--- config.mk ---
export PLATFORM = sky130hd
export DESIGN_NAME = pwm_sample_sched
export DESIGN_NICKNAME = d
export VERILOG_FILES = /design/src/rtl/pwm_sample_sched.sv
export SDC_FILE = /design/constraint.sdc
export NUM_CORES = 1
export LEC_CHECK = 0
export ABC_CLOCK_PERIOD_IN_PS = 4800
export CELL_PAD_IN_SITES_DETAIL_PLACEMENT = 1
export CELL_PAD_IN_SITES_GLOBAL_PLACEMENT = 2
export CORE_AREA = 4 4 78 117
export DETAILED_ROUTE_END_ITERATION = 12
export DIE_AREA = 0 0 82 121
export PLACE_DENSITY = 0.9
export SYNTH_ARGS = -nofsm -noshare
export SYNTH_HDL_FRONTEND = slang
export SYNTH_SLANG_ARGS = --single-unit
--- constraint.sdc ---
create_clock -name sys_clk -period 4.8 [get_ports sys_clk]
set_clock_uncertainty 0.2 [all_clocks]
set_input_delay 0.72 -clock sys_clk [delete_from_list [all_inputs] [get_ports sys_clk]]
set_output_delay 0.72 -clock sys_clk [all_outputs]
set_load 0.02 [all_outputs]
--- src/rtl/pwm_sample_sched.sv ---
// pwm_sample_sched: sample scheduler/mixer in front of the DDR PWM output stage.
// On each PWM sample request it polls the enabled voices over a shared req/ack
// bus, sums their signed samples, applies gain and saturation, and stages one
// offset-binary word that is presented at the following sample request.
// Optional feature: define PWM_SCHED_TIMEOUT_EN to abandon a voice that does
// not acknowledge within TIMEOUT cycles (it then contributes 0).
module pwm_sample_sched #(
    parameter int NBITS      = 12,
    parameter int NVOICES    = 4,
    parameter int GAIN_SHIFT = 2,
    parameter int TIMEOUT    = 255,
    localparam int SEL_W     = (NVOICES > 1) ? $clog2(NVOICES) : 1
) (
    input  logic               sys_clk,
    input  logic               sys_rst_n,
    input  logic               next_val,
    input  logic [NVOICES-1:0] voice_en,
    input  logic               voice_ack,
    input  logic [NBITS-1:0]   voice_data,
    output logic               voice_req,
    output logic [SEL_W-1:0]   voice_sel,
    output logic [NBITS-1:0]   pwm_data,
    output logic               late,
    output logic               busy,
    output logic               timeout_err
);

    // Accumulator is wide enough for NVOICES full-scale samples of either sign.
    localparam int ACC_W = NBITS + $clog2(NVOICES) + 1;
    // Scan index must be able to point one past the last voice.
    localparam int K_W   = SEL_W + 1;
    localparam logic [NBITS-1:0] MID = {1'b1, {(NBITS-1){1'b0}}};

    typedef enum logic [1:0] {
        IDLE = 2'd0,
        SCAN = 2'd1,
        REQ  = 2'd2,
        DONE = 2'd3
    } state_t;

    state_t                    state;
    logic signed [ACC_W-1:0]   acc;
    logic        [NBITS-1:0]   stage;
    logic                      stage_valid;
    logic        [NVOICES-1:0] en_lat;
    logic        [K_W-1:0]     k;
    logic                      any_left;
    logic                      hit;

`ifdef PWM_SCHED_TIMEOUT_EN
    localparam int TW = (TIMEOUT > 1) ? $clog2(TIMEOUT) : 1;
    logic [TW-1:0] tcnt;
`endif

    // Clamp the shifted sum into the signed NBITS range.
    function automatic logic signed [NBITS-1:0] sat(input logic signed [ACC_W-1:0] v);
        logic signed [ACC_W-1:0] maxv;
        logic signed [ACC_W-1:0] minv;
        maxv = {{(ACC_W-NBITS+1){1'b0}}, {(NBITS-1){1'b1}}};
        minv = {{(ACC_W-NBITS+1){1'b1}}, {(NBITS-1){1'b0}}};
        if (v > maxv)
            sat = {1'b0, {(NBITS-1){1'b1}}};
        else if (v < minv)
            sat = {1'b1, {(NBITS-1){1'b0}}};
        else
            sat = v[NBITS-1:0];
    endfunction

    // Two's complement to offset binary: flip the sign bit.
    function automatic logic [NBITS-1:0] to_offset(input logic signed [NBITS-1:0] s);
        to_offset = {~s[NBITS-1], s[NBITS-2:0]};
    endfunction

    // Look ahead from the scan index: is any enabled voice left, and is the current one enabled.
    always_comb begin
        any_left = 1'b0;
        hit      = 1'b0;
        for (int i = 0; i < NVOICES; i++) begin
            if (en_lat[i] && (i >= int'(k)))
                any_left = 1'b1;
            if (i == int'(k))
                hit = en_lat[i];
        end
    end

    // Fetch/mix sequencer with registered bus and PWM-side outputs.
    always_ff @(posedge sys_clk or negedge sys_rst_n) begin
        if (!sys_rst_n) begin
            state       <= IDLE;
            pwm_data    <= MID;
            voice_req   <= 1'b0;
            voice_sel   <= '0;
            late        <= 1'b0;
            busy        <= 1'b0;
            stage_valid <= 1'b0;
            stage       <= MID;
            acc         <= '0;
            k           <= '0;
            en_lat      <= '0;
`ifdef PWM_SCHED_TIMEOUT_EN
            timeout_err <= 1'b0;
            tcnt        <= '0;
`endif
        end else begin
            // A sample request during a fetch means the PWM repeats its last word.
            late <= next_val && busy;
`ifdef PWM_SCHED_TIMEOUT_EN
            timeout_err <= 1'b0;
`endif
            case (state)
                IDLE: begin
                    if (next_val) begin
                        if (stage_valid) begin
                            pwm_data    <= stage;
                            stage_valid <= 1'b0;
                        end
                        en_lat <= voice_en;
                        acc    <= '0;
                        k      <= '0;
                        busy   <= 1'b1;
                        state  <= SCAN;
                    end
                end
                SCAN: begin
                    if (!any_left) begin
                        state <= DONE;
                    end else if (hit) begin
                        voice_sel <= k[SEL_W-1:0];
                        voice_req <= 1'b1;
                        state     <= REQ;
`ifdef PWM_SCHED_TIMEOUT_EN
                        tcnt      <= '0;
`endif
                    end else begin
                        k <= k + K_W'(1);
                    end
                end
                REQ: begin
                    if (voice_ack) begin
                        acc       <= acc + {{(ACC_W-NBITS){voice_data[NBITS-1]}}, voice_data};
                        voice_req <= 1'b0;
                        k         <= {1'b0, voice_sel} + K_W'(1);
                        state     <= SCAN;
                    end
`ifdef PWM_SCHED_TIMEOUT_EN
                    else if (tcnt == TW'(TIMEOUT - 1)) begin
                        voice_req   <= 1'b0;
                        timeout_err <= 1'b1;
                        k           <= {1'b0, voice_sel} + K_W'(1);
                        state       <= SCAN;
                    end else begin
                        tcnt <= tcnt + TW'(1);
                    end
`endif
                end
                DONE: begin
                    stage       <= to_offset(sat(acc >>> GAIN_SHIFT));
                    stage_valid <= 1'b1;
                    busy        <= 1'b0;
                    state       <= IDLE;
                end
                default: state <= IDLE;
            endcase
        end
    end

`ifndef PWM_SCHED_TIMEOUT_EN
    assign timeout_err = 1'b0;
`endif

endmodule

==> run summary <==
The run finished with clean final reports. Combinational logic is responsible for between 40% and 50% of the overall power. The number of sinks on the clock net is 54. From synthesis to final layout, the design area changed by 20.1%. The number of remaining DRC errors came out at 0.

The worst min-delay path startpoint is pwm_data[1]. The global-route wire length before repair came out at between 10000 and 15000 um. In this run the post-CTS setup repair buffer count came out at 0. The first detailed-routing pass ran for 4 iterations. Setup repair after global routing left no endpoint under its margin. The instance count of the mapped netlist came out at about 290.

The critical path in this run is classified as in2reg. The worst setup path is launched from a primary input. After layout, the worst path uses around 68% of the clock period. For this run, the post-layout net count is roughly 360. The sequential cells in the finished layout cover a total of between 1000 and 1500 um2.

After routing, the total negative slack on setup checks comes to 0 ps. The HPWL after detailed placement is roughly 5800 um. The area of the die came out at slightly below 10000 um2. The count of endpoints failing setup in the final report is 0. Leaving out fill and tap cells, the most frequent cell in the layout is sky130_fd_sc_hd__dfrtp_1. In the synthesized netlist the dominant register cell turns out to be sky130_fd_sc_hd__dfrtp_1. The maximum clock frequency came out at between 300 and 400 MHz. The final standard cell utilization of the core came out at between 40% and 50%.

The headroom to the max-slew limit is between 50 and 60%. The longest clock path from root to sink contains 2 buffers. The worst hold path belongs to the class reg2reg. Internal power comes to between 1 and 1.5 mW.

After clock tree synthesis, the flow added hold-fix buffers numbering 0. The required time of the critical path is ~4800 ps. The via count of the first global-routing pass is roughly 2600. After floorplanning, the core was divided into 41 placement rows. The final hold slack is around 300 ps. The post-layout instance count excluding filler cells came out at 431.

Gates resized during post-CTS repair numbered 0. For this configuration, the core starts out at a cell density of a little under two fifths. Setup slack on the critical path of the routed design comes to about 1500 ps.

The core outline area is between 8000 and 9000 um2. The wire length per cell is 17.4 um. The max-cap check violation count came out at 0. The clock insertion delay at the later pin of the skew report is ~290 ps. The count of input and output buffers came out at 36. The number of slew-limit violations in the final report is 0.

The mean number of vias per cell came out at between 5 and 6. The fraction of power consumed by sequential logic came out at approximately a third. In this run switching power makes up between 30% and 40% of total power. At the end of routability-driven placement, the weighted congestion stood at 0.869. The final route contains about 2400 vias.

The clock network burns 17.5% of the power. The worst-margin pin slew is 684 ps. In the layout the commonest cells are 52 x sky130_fd_sc_hd__dfrtp_1, 35 x sky130_fd_sc_hd__clkdlybuf4s50_1, 23 x sky130_fd_sc_hd__nand2_1. The worst slack after detailed placement came out at 1260 ps. The worst setup path is captured at a register. The post-synthesis area per instance came out at between 10 and 15 um2. The critical path starts at voice_data[0]. The Yosys warning count is 0.

The total overflow left after global routing is 0. The repair_antennas step left the layout with diodes totalling 0. The number of enable flip-flop cells after synthesis is 0.

38 I/O pins were placed. The stage delay of the slowest cell on the critical path came out at a little over 400 ps. The net count after synthesis came out at 329. The area of combinational cells with multiple inputs is 1650 um2. Measured along the x axis, the die boundary spans around 82 um.

The critical path goes through clkdlybuf4s50_1 > ha_1 > fa_1 > a21oi_1 > o22ai_1 > o21bai_1 > a211oi_1 > or3_1 > a32o_1. The number of nets with antenna violations after routing came out at 0. The worst register-to-register path begins at acc[0]. The proportion of synthesized chip area in sequential cells came out at 43.5%. Counting flops and latches in the post-synthesis netlist gives 54. The largest vdd supply drop is between 150 and 200 uV.

The initial antenna violation count is 0. Counting tap cells, the placed design contains a total of about 420 instances. Synthesis instantiated 58 different standard cells from the library. The biggest fanout along the worst timing path came out at 4. The number of hold violations in the final report is 0.

In this run the static leakage power is ~1.7 nW. The arrival time of data at the critical path endpoint is ~3200 ps. TritonCTS built the clock tree. For this block, the routed nets add up to 7500 um of wire. The library cell used as clock root buffer is sky130_fd_sc_hd__clkbuf_16. The overall fraction of global-route tracks in use is between 15 and 20%. The synthesized cell area came out at 3110 um2.

The die span in y came out at approximately 120 um. The pin count of the biggest net entering global routing came out at 55. The slowest stage of the critical path is the sky130_fd_sc_hd__clkdlybuf4s50_1 cell.

The power density over the cells is between 600 and 700 nW/um2. In the final layout, the share of cells above drive strength 1 is between 10% and 20%. The iteration-0 DRC count of the detailed router came out at between 50 and 60. Counting the fill cells in the layout gives between 900 and 1000. The clock transition at the register clock pins on the worst setup and hold paths after CTS came out at 70 ps. The final critical delay including setup and external delays came out at approximately 3300 ps. The async set-reset flop share out of synthesis came out at between 90% and 100%. The H-tree generated during clock tree synthesis spans 2 levels. The net load switching power is ~0.94 mW. The total CTS buffers is 5.
[through the flow]
step           instance area [um2]  power (mW)
2_1_floorplan                 3110        1.58
3_3_place_gp                  3570        1.91
3_5_place_dp                  3570        1.97
4_1_cts                       3740        2.39
5_1_grt                       3740        2.55
6_report                      3740        2.37
[registers in the layout, summed over array words and instances, names as in the netlist]
name,cells
pwm_data,12
state,2
busy,1
stage_valid,1
voice_sel,2
acc,15
k,3
stage,12
voice_req,1
late,1
en_lat,4
[kinds of logic (layout without fill, tap and decap cells)]
group / count (synthesis) / count (layout) / share of synthesized area [%]
muxes: 35 / 35 / 12.9
buffers and inverters: 26 / 61 / 3.34
AOI/OAI and AO/OA: 73 / 73 / 16.0
xor gates and xnor gates: 8 / 8 / 2.25
adders and majority gates: 31 / 31 / 11.8
other: 1 / 1 / 0.121
and+or+nand+nor: 61 / 61 / 10.1
DFF: 54 / 54 / 43.5
[power groups by stage]
stage | Sequential, mW | Clock (mW) | Combinational, mW
2_1_floorplan | 0.802 | 0 | 0.776
3_3_place_gp | 0.784 | 0 | 1.13
4_1_cts | 0.789 | 0.422 | 1.18
3_5_place_dp | 0.794 | 0 | 1.17
5_1_grt | 0.814 | 0.442 | 1.29
6_report | 0.785 | 0.415 | 1.17
[worst paths after layout]
check                               to  slack [ps]  cells past startpoint
setup / recovery               acc[12]        1540                      9
hold / removal             pwm_data[1]         290                      1
setup reg to reg               acc[12]        2000                      8
hold reg to reg            pwm_data[1]         290                      1
max in group asynchronous    en_lat[2]        3600                      2
min in group asynchronous       acc[1]         350                      2
[per-layer routing]
layer / vias up / global-route usage [%] / routed length [um] / share of wire [%]
li1: 1113 / - / - / -
met1: 1193 / 18.1 / 2920 / 39
met2: 37 / 31.2 / 4200 / 56
met3: 15 / 2.67 / 189 / 2.5
met4: 0 / 6.03 / 189 / 2.5
met5: - / 0 / 0 / 0
[cell type report]
cell class	instances	share of cell area [%]
Sequential cell	54	36.2
Clock inverter	3	1.17
Inverter	15	1.51
Clock buffer	5	3.35
Tap cell	107	3.58
Timing Repair Buffer	38	9.91
Multi-Input combinational cell	209	44.3
[worst max-delay path, delay by kind of cell]
family	cells	cell delay, ps
compound gates	5	1130
fa+ha+maj	2	650
buf+inv	1	410
simple gates	1	320
[Yosys cell counts, types with 2 or more instances]
library cell	instances	area [um2]
sky130_fd_sc_hd__dfrtp_1	52	1300
sky130_fd_sc_hd__nand2_1	23	86.3
sky130_fd_sc_hd__ha_1	19	238
sky130_fd_sc_hd__mux2_2	19	214
sky130_fd_sc_hd__a21oi_1	14	70.1
sky130_fd_sc_hd__inv_1	13	48.8
sky130_fd_sc_hd__mux2_1	12	135
sky130_fd_sc_hd__o21ai_1	12	60.1
sky130_fd_sc_hd__maj3_1	11	110
sky130_fd_sc_hd__nor2_1	10	37.5
sky130_fd_sc_hd__o21ai_0	10	50.1
sky130_fd_sc_hd__nand3_1	7	35.0
sky130_fd_sc_hd__o21bai_1	6	45.0
sky130_fd_sc_hd__a211oi_1	5	37.5
sky130_fd_sc_hd__clkbuf_1	5	18.8
sky130_fd_sc_hd__a21o_1	4	30.0
sky130_fd_sc_hd__xnor2_1	4	35.0
sky130_fd_sc_hd__xor2_1	4	35.0
sky130_fd_sc_hd__and4_1	3	26.3
sky130_fd_sc_hd__buf_1	3	11.3
sky130_fd_sc_hd__mux2i_1	3	30.0
sky130_fd_sc_hd__o22ai_1	3	18.8
sky130_fd_sc_hd__a22o_1	2	17.5
sky130_fd_sc_hd__a32o_1	2	20.0
sky130_fd_sc_hd__a41oi_1	2	17.5
sky130_fd_sc_hd__buf_2	2	10.0
sky130_fd_sc_hd__dfstp_2	2	52.6
sky130_fd_sc_hd__inv_2	2	7.51
sky130_fd_sc_hd__nand2b_1	2	12.5
sky130_fd_sc_hd__nor3_1	2	10.0
sky130_fd_sc_hd__o21a_1	2	15.0
sky130_fd_sc_hd__o32ai_1	2	17.5
sky130_fd_sc_hd__or3_1	2	12.5
No activity file was read; power rests on OpenSTA's default activity.
